$ cat config.mk
export PLATFORM = sky130hd
export DESIGN_NAME = count_seeker
export DESIGN_NICKNAME = d
export VERILOG_FILES = /design/src/rtl/count_seeker.sv
export SDC_FILE = /design/constraint.sdc
export NUM_CORES = 1
export LEC_CHECK = 0
export ABC_AREA = 0
export CORE_UTILIZATION = 45
export CTS_CLUSTER_DIAMETER = 60
export DETAILED_ROUTE_END_ITERATION = 16
export PLACE_DENSITY = 0.75
export SYNTH_ARGS = -nofsm -noshare
export SYNTH_HDL_FRONTEND = slang
export SYNTH_SLANG_ARGS = --single-unit
$ cat constraint.sdc
create_clock -name clk -period 3.9 [get_ports clk]
set_input_delay 0.39 -clock clk [delete_from_list [all_inputs] [get_ports clk]]
set_output_delay 0.39 -clock clk [all_outputs]
set_load 0.01 [all_outputs]
$ cat src/rtl/count_seeker.sv
// Steers an up/down counter to a requested target along the shorter wrap-around path,
// keeping a local mirror of the counter value and signalling completion via ready/done.
module count_seeker #(
  parameter int WIDTH = 8,
  parameter int GAP   = 0
) (
  input  logic             clk,
  input  logic             rst,
  input  logic             start,
  input  logic             abort,
  input  logic [WIDTH-1:0] target,
  output logic             ready,
  output logic             busy,
  output logic             done,
  output logic             aborted,
  output logic             enable,
  output logic             direction,
  output logic [WIDTH-1:0] position
);

  typedef enum logic [1:0] {IDLE, RUN, DONE} state_t;

  localparam int               GW       = (GAP > 0) ? $clog2(GAP + 1) : 1;
  localparam logic [WIDTH-1:0] HALF     = {1'b1, {(WIDTH-1){1'b0}}};
  localparam logic [WIDTH-1:0] ONE      = WIDTH'(1);
  localparam logic [GW-1:0]    GAP_LOAD = GW'(GAP);

  state_t           state_q;
  logic [WIDTH-1:0] position_q;
  logic [WIDTH-1:0] remain_q;
  logic [GW-1:0]    gap_q;
  logic             ready_q;
  logic             busy_q;
  logic             done_q;
  logic             aborted_q;
  logic             enable_q;
  logic             direction_q;

  logic [WIDTH-1:0] diff_d;
  logic [WIDTH-1:0] steps_d;
  logic             up_d;
  logic             last_step_d;

  // A distance of exactly half the range counts as "up" so ties resolve upward.
  always_comb begin
    diff_d      = target - position_q;
    up_d        = (diff_d <= HALF);
    steps_d     = up_d ? diff_d : ({WIDTH{1'b0}} - diff_d);
    last_step_d = enable_q && (remain_q == ONE);
  end

  always_ff @(posedge clk) begin
    if (rst) begin
      state_q     <= IDLE;
      position_q  <= '0;
      remain_q    <= '0;
      gap_q       <= '0;
      ready_q     <= 1'b1;
      busy_q      <= 1'b0;
      done_q      <= 1'b0;
      aborted_q   <= 1'b0;
      enable_q    <= 1'b0;
      direction_q <= 1'b1;
    end else begin
      done_q    <= 1'b0;
      aborted_q <= 1'b0;
      // The mirror steps on exactly the edges where the counter sees enable.
      if (enable_q) begin
        position_q <= direction_q ? (position_q + ONE) : (position_q - ONE);
      end
      case (state_q)
        IDLE: begin
          if (start) begin
            ready_q <= 1'b0;
            if (diff_d == '0) begin
              state_q <= DONE;
              done_q  <= 1'b1;
            end else begin
              state_q     <= RUN;
              busy_q      <= 1'b1;
              enable_q    <= 1'b1;
              direction_q <= up_d;
              remain_q    <= steps_d;
            end
          end
        end
        RUN: begin
          if (enable_q) begin
            remain_q <= remain_q - ONE;
          end
          if (abort || last_step_d) begin
            state_q   <= DONE;
            busy_q    <= 1'b0;
            enable_q  <= 1'b0;
            done_q    <= 1'b1;
            aborted_q <= abort;
          end else if (enable_q) begin
            if (GAP != 0) begin
              enable_q <= 1'b0;
              gap_q    <= GAP_LOAD;
            end
          end else if (gap_q == GW'(1)) begin
            enable_q <= 1'b1;
            gap_q    <= '0;
          end else begin
            gap_q <= gap_q - GW'(1);
          end
        end
        DONE: begin
          state_q <= IDLE;
          ready_q <= 1'b1;
        end
        default: begin
          state_q  <= IDLE;
          ready_q  <= 1'b1;
          busy_q   <= 1'b0;
          enable_q <= 1'b0;
        end
      endcase
    end
  end

  assign ready     = ready_q;
  assign busy      = busy_q;
  assign done      = done_q;
  assign aborted   = aborted_q;
  assign enable    = enable_q;
  assign direction = direction_q;
  assign position  = position_q;

endmodule

=== Word level (Yosys, flattened, before mapping) ===
Index checks and enable logic that the tools add are counted.

* Add/subtract/negate cells: 6
* Order comparisons: 1
* Equal/unequal tests: 7
* Muxes and demuxes: 25
* Bitwise gates (word level): 5
* Reductions and logical operators: 13

{| class="wikitable"
|+ Operator list
! kind !! number
|-
| $mux 8 || 5
|-
| $pmux 8 s2 || 1
|-
| $sub 8x1->8 const B || 2
|-
| $mux 1 || 11
|-
| $reduce_and 3->1 || 3
|-
| $add 8x1->8 const B || 1
|-
| $eq 8x1->1 const B || 1
|-
| $le 8x8->1 const B || 1
|-
| $logic_not 8->1 || 1
|-
| $ne 2x2->1 const B || 4
|-
| $reduce_and 4->1 || 2
|-
| $sub 1x8->8 const A || 1
|-
| $sub 8x8->8 || 1
|-
| $mux 2 || 3
|-
| $pmux 1 s3 || 2
|-
| $not 1->1 || 5
|-
| $pmux 1 s2 || 2
|-
| $pmux 2 s2 || 1
|-
| $reduce_and 2->1 || 2
|-
| $reduce_or 3->1 || 1
|-
| $eq 2x1->1 const B || 1
|-
| $eq 2x2->1 const B || 1
|-
| $logic_not 2->1 || 1
|-
| $reduce_bool 2->1 || 1
|-
| other kinds (3) || 3
|}

* Bits in registers: 25
* Input bits: 12
* Output and inout bits: 14
* Logic and storage cells: 67

=== Depth between registers and ports, before layout ===
* Depth after elaboration: 6
* Mapped depth: 14
* Gate-level depth less buffers: 14

=== Worst setup path after synthesis ===
Ideal clock, no wire load.

* Path type: register -> register
* Start: register position_q[0] (netlist: position[0])
* End: register remain_q[2]
* Library setup time: 0.103 ns
* Arrival time: 2.944 ns
* Required time: 3.797 ns
* Path slack: 0.853 ns
* Cell stages (with the launch flop): 14
* Path buffers: 0
* Clock period less this slack: 3.047 ns
* Cells stage by stage: dfxtp_1 ha_1 inv_1 fa_1 inv_1 ha_1 inv_1 o32ai_1 a21o_2 nand3_1 nor3_4 o211a_2 a31oi_1 a2111oi_2

* Longest elaborated chain between the ends: 6
* Elaborated cells on any way between the ends: 10
* Those cells by class: 2 x add/sub; 1 x order compare; 1 x eq/ne; 4 x mux; 2 x reduce/logical

{| class="wikitable"
|+ Ends and longest elaborated chain
! what !! RTL line !! text
|-
| start, declared || 29 || <nowiki>logic [WIDTH-1:0] position_q;</nowiki>
|-
| start signal, assigned || 69 || <nowiki>position_q <= direction_q ? (position_q + ONE) : (position_q - ONE);</nowiki>
|-
| $sub 8x8->8 (*) || 46 || <nowiki>diff_d = target - position_q;</nowiki>
|-
| $sub 1x8->8 or $le 8x8->1 (tied branches) || 48, 47 ||
|-
| $mux 8 || 48 || <nowiki>steps_d = up_d ? diff_d : ({WIDTH{1'b0}} - diff_d);</nowiki>
|-
| $mux 8 || 75 || <nowiki>if (diff_d == '0) begin</nowiki>
|-
| $mux 8 || 73 || <nowiki>if (start) begin</nowiki>
|-
| $pmux 8 s2 || 71 || <nowiki>case (state_q)</nowiki>
|-
| end signal, assigned || 83 || <nowiki>remain_q <= steps_d;</nowiki>
|-
| end signal, assigned || 89 || <nowiki>remain_q <= remain_q - ONE;</nowiki>
|-
| end, declared || 30 || <nowiki>logic [WIDTH-1:0] remain_q;</nowiki>
|}

Every way passes the cells marked *; elsewhere a longest branch is shown, timed or not. The select of a mux whose other input is x is not followed.
A chain may end at the register's enable or synchronous reset.

=== Worst setup path after layout ===
* Start: input target[0]
* End: register remain_q[2]

* Longest elaborated chain between the ends: 6
* Elaborated cells on any way between the ends: 10
* Those cells by class: 2 x add/sub; 1 x order compare; 1 x eq/ne; 4 x mux; 2 x reduce/logical

{| class="wikitable"
|+ Ends and longest elaborated chain
! what !! RTL line !! text
|-
| start, declared || 11 || <nowiki>input logic [WIDTH-1:0] target,</nowiki>
|-
| $sub 8x8->8 (*) || 46 ||
|-
| $sub 1x8->8 or $le 8x8->1 (tied branches) || 48, 47 ||
|-
| $mux 8 || 48 ||
|-
| $mux 8 || 75 ||
|-
| $mux 8 || 73 ||
|-
| $pmux 8 s2 || 71 ||
|}

Marks and branches as above.

==> metrics <==
status=complete, no violations; Gate Count Post-Synth=238; router iterations before antenna repair=4; reg-to-reg endpoint=remain_q[2]$_SDFFE_PP0P_; Leak Pwr=0.913 nW; Residual DRC=0; R2R depth=13; clk_skew=around 0.0073 ns; first-pass GRT wire length=~7.5 mm; via count=1,814; NetSw=~0.00034 W; critical path class=in2reg; clock-pin slew on the worst setup and hold paths=approximately 0.1 ns; Pwr Density=between 300 and 400 nW/µm²; count of pins over their slew limit=0; Yosys Warn Count=0; Worst-Margin Slew=0.775 ns; crit-path max FO=9; Post-Syn Area=roughly 2000 µm²; post-route ant nets=0; Worst Hold Path EP=ready$_SDFFE_PP1P_; min Tclk post-route=3.48 ns; TritonCTS clock tree=done; clock buffer depth=2; WHS Path Cells=2; final hold viol count=0; Area Growth Syn to Fin=16.2%; DRT iter0 DRCs=between 100 and 150; Die ar.=between 4000 and 5000 µm²; vias per cell=5.87; CTS sink count=25; Row Count=23; clock latency on the worst-skew pair=roughly 0.28 ns; final net count=between 200 and 300; largest net degree at the start of global routing=21; reg2reg start=position[0]$_SDFFE_PP0P_; Synth cell types=55; syn_area_per_cell=~8.3 µm²; CTS H-tree depth=1; TritonCTS buffer count=3; EDFF count, synth=0; Post-synth ARST share=0%; root buffer cell=clkbuf_8; grt total ovfl=0; clock group share of total power=between 10% and 20%; sw frac=about two fifths; Routed WL=around 4.5 mm; sequential share of power=a little under two fifths; post-cts hold buffer count=0; Critical Path End Type=register; sequential area share after synthesis=approximately 25%; Reg2Reg Setup Slack=between 0.5 and 0.6 ns; type of the tightest min-delay check=reg2reg; die width=between 60 and 70 µm; Post-Syn Nets=about 270; dpl hpwl=3.41 mm; total track usage=between 20% and 30%; Setup violations, final=0; met2 WL=roughly 2.2 mm; Antenna Cells=0; initial antenna violation count=0; vias in the first global route=about 1,700; Max Clk Rate=roughly 290 MHz; CP Launch Type=input port; routed len/inst=14.7 µm; RSZ-0062 raised after global routing=no; WP data arrival=between 3 and 4 ns; Post-synth top flop=dfxtp_1; WP data required=just over 4 ns; post-CTS sizing=0; metal3 WL=about 150 µm; Initial Util=a little under half; Post-CTS Setup Inserts=0; Core Box Area=between 4000 and 5000 µm²; routability congestion estimate=between 0.8 and 0.9; Yosys reg bits=25; origin of the worst min-delay path=ready$_SDFFE_PP1P_; maxcap violations=0; M1 WL=about 2.2 mm; num ports=26; worst relative slew slack=roughly half; Int Power=roughly 0.00053 W; Fin Setup TNS=0 ns; Tcrit/Tclk final=around 89%; Port Buffer Count=25; Die Ht=between 60 and 70 µm; Hold Slack=0.477 ns; maximum VDD drop=approximately 280 µV; top layer used by detailed routing=met4; Combinational Power Share=43.6%; share of layout cells above drive strength 1=roughly 5.8%
## power groups by stage
| stage | Clock [W] | Sequential (W) | Combinational, W |
|---|---|---|---|
| after detailed placement | 0 | 0.000333 | 0.000374 |
| after floorplan | 0 | 0.000323 | 0.000289 |
| final | 0.000162 | 0.000328 | 0.000378 |
| after global placement | 0 | 0.000332 | 0.000369 |
| after global routing | 0.000176 | 0.000332 | 0.000422 |
| after CTS | 0.000163 | 0.000327 | 0.000377 |
## flip-flops by register name, indices dropped and copies added, names as in the netlist
signal	count
state_q	2
gap_q	1
done	1
aborted	1
remain_q	8
enable	1
busy	1
ready	1
position	8
direction	1
## cells by family (layout without fill, tap and decap cells)
group | Yosys count | count (layout) | share of synthesized area, %
buffers and inverters | 26 | 47 | 5.77
flip-flops | 25 | 25 | 25.4
adder cells (fa/ha/maj) | 19 | 19 | 12.8
XOR/XNOR | 15 | 15 | 6.66
multiplexers | 8 | 8 | 4.06
AND/OR/NAND/NOR | 75 | 75 | 19.4
AO/OA/AOI/OAI | 70 | 70 | 26.0
## metal layers
metal  up-vias  global-route usage, %
met4         0                   6.77
li1        920                      -
met1       860                   28.5
met3         5                   3.17
met2        29                   34.7
met5         -                      0
## cells in the mapped netlist, types with 2 or more instances
cell	instances	area, µm²
ha_1	17	213
nand3_1	11	55.1
o21ai_0	11	55.1
a31oi_1	5	31.3
nor2_1	17	63.8
or4_1	2	15.0
fa_1	2	40.0
a211oi_1	3	22.5
and3_1	4	25.0
xnor2_1	13	114
a21o_1	6	45.0
o32ai_1	3	26.3
nor2b_1	3	18.8
o41a_1	3	33.8
inv_1	17	63.8
a21oi_1	14	70.1
clkbuf_1	4	15.0
xor2_1	2	17.5
nor4_1	3	18.8
mux2i_1	8	80.1
o21a_1	4	30.0
nand2b_1	2	12.5
buf_6	2	22.5
nor3_1	8	40.0
dfxtp_1	25	500
nand2_1	16	60.1
o211ai_1	4	30.0
buf_1	2	7.51
## how the worst max path moves through the flow
stage | from | to | slack (ns) | cells past startpoint
finish | target[0] | remain_q[2]$_SDFFE_PP0P_ | 0.42 | 15
global route | target[0] | remain_q[2]$_SDFFE_PP0P_ | 0.21 | 15
CTS | target[0] | remain_q[2]$_SDFFE_PP0P_ | 0.46 | 15
detailed placement | target[0] | remain_q[2]$_SDFFE_PP0P_ | 0.16 | 15
global placement | target[0] | remain_q[2]$_SDFFE_PP0P_ | 0.28 | 15
floorplan | position[0]$_SDFFE_PP0P_ | remain_q[2]$_SDFFE_PP0P_ | 0.85 | 13
## final cells by class
type | instances | area (µm²)
clock buffer | 3 | 41.3
clock inverter | 1 | 7.51
fill | 391 | 1820
inverter | 17 | 63.8
multi-input combinational | 187 | 1360
sequential | 25 | 500
tap | 50 | 62.6
timing repair buffer | 26 | 258
## through the flow
stage,cell area (µm²),util (%),instances,setup WS (ns),power [W]
2_1_floorplan,1970,-,238,0.853,0.000611
3_3_place_gp,2240,54.5,305,0.278,0.000701
3_5_place_dp,2240,54.5,305,0.155,0.000707
4_1_cts,2290,55.7,309,0.460,0.000866
5_1_grt,2290,55.7,309,0.212,0.000930
6_report,2290,55.7,309,0.425,0.000868
## worst max-delay path: stages
cell and delay (ns):
clkdlybuf4s50_1 0.45, inv_1 0.06, ha_1 0.19, inv_1 0.06, fa_1 0.42, inv_1 0.08, ha_1 0.22, inv_1 0.07
o32ai_1 0.27, a21o_2 0.18, nand3_1 0.16, nor3_4 0.35, o211a_2 0.35, a31oi_1 0.08, a2111oi_2 0.32
## cells in the final DEF (no fill, tap or decap), types with 4 or more instances in the layout
cell type / count
a21oi_1: 14
and3_1: 4
inv_1: 17
clkdlybuf4s50_1: 25
ha_1: 17
nor2_1: 17
a31oi_1: 5
o21ai_0: 11
nor3_1: 8
o21a_1: 4
a21o_1: 6
mux2i_1: 8
nand3_1: 11
nand2_1: 16
o211ai_1: 4
xnor2_1: 13
dfxtp_1: 25
Power figures use the tool's default switching activity.
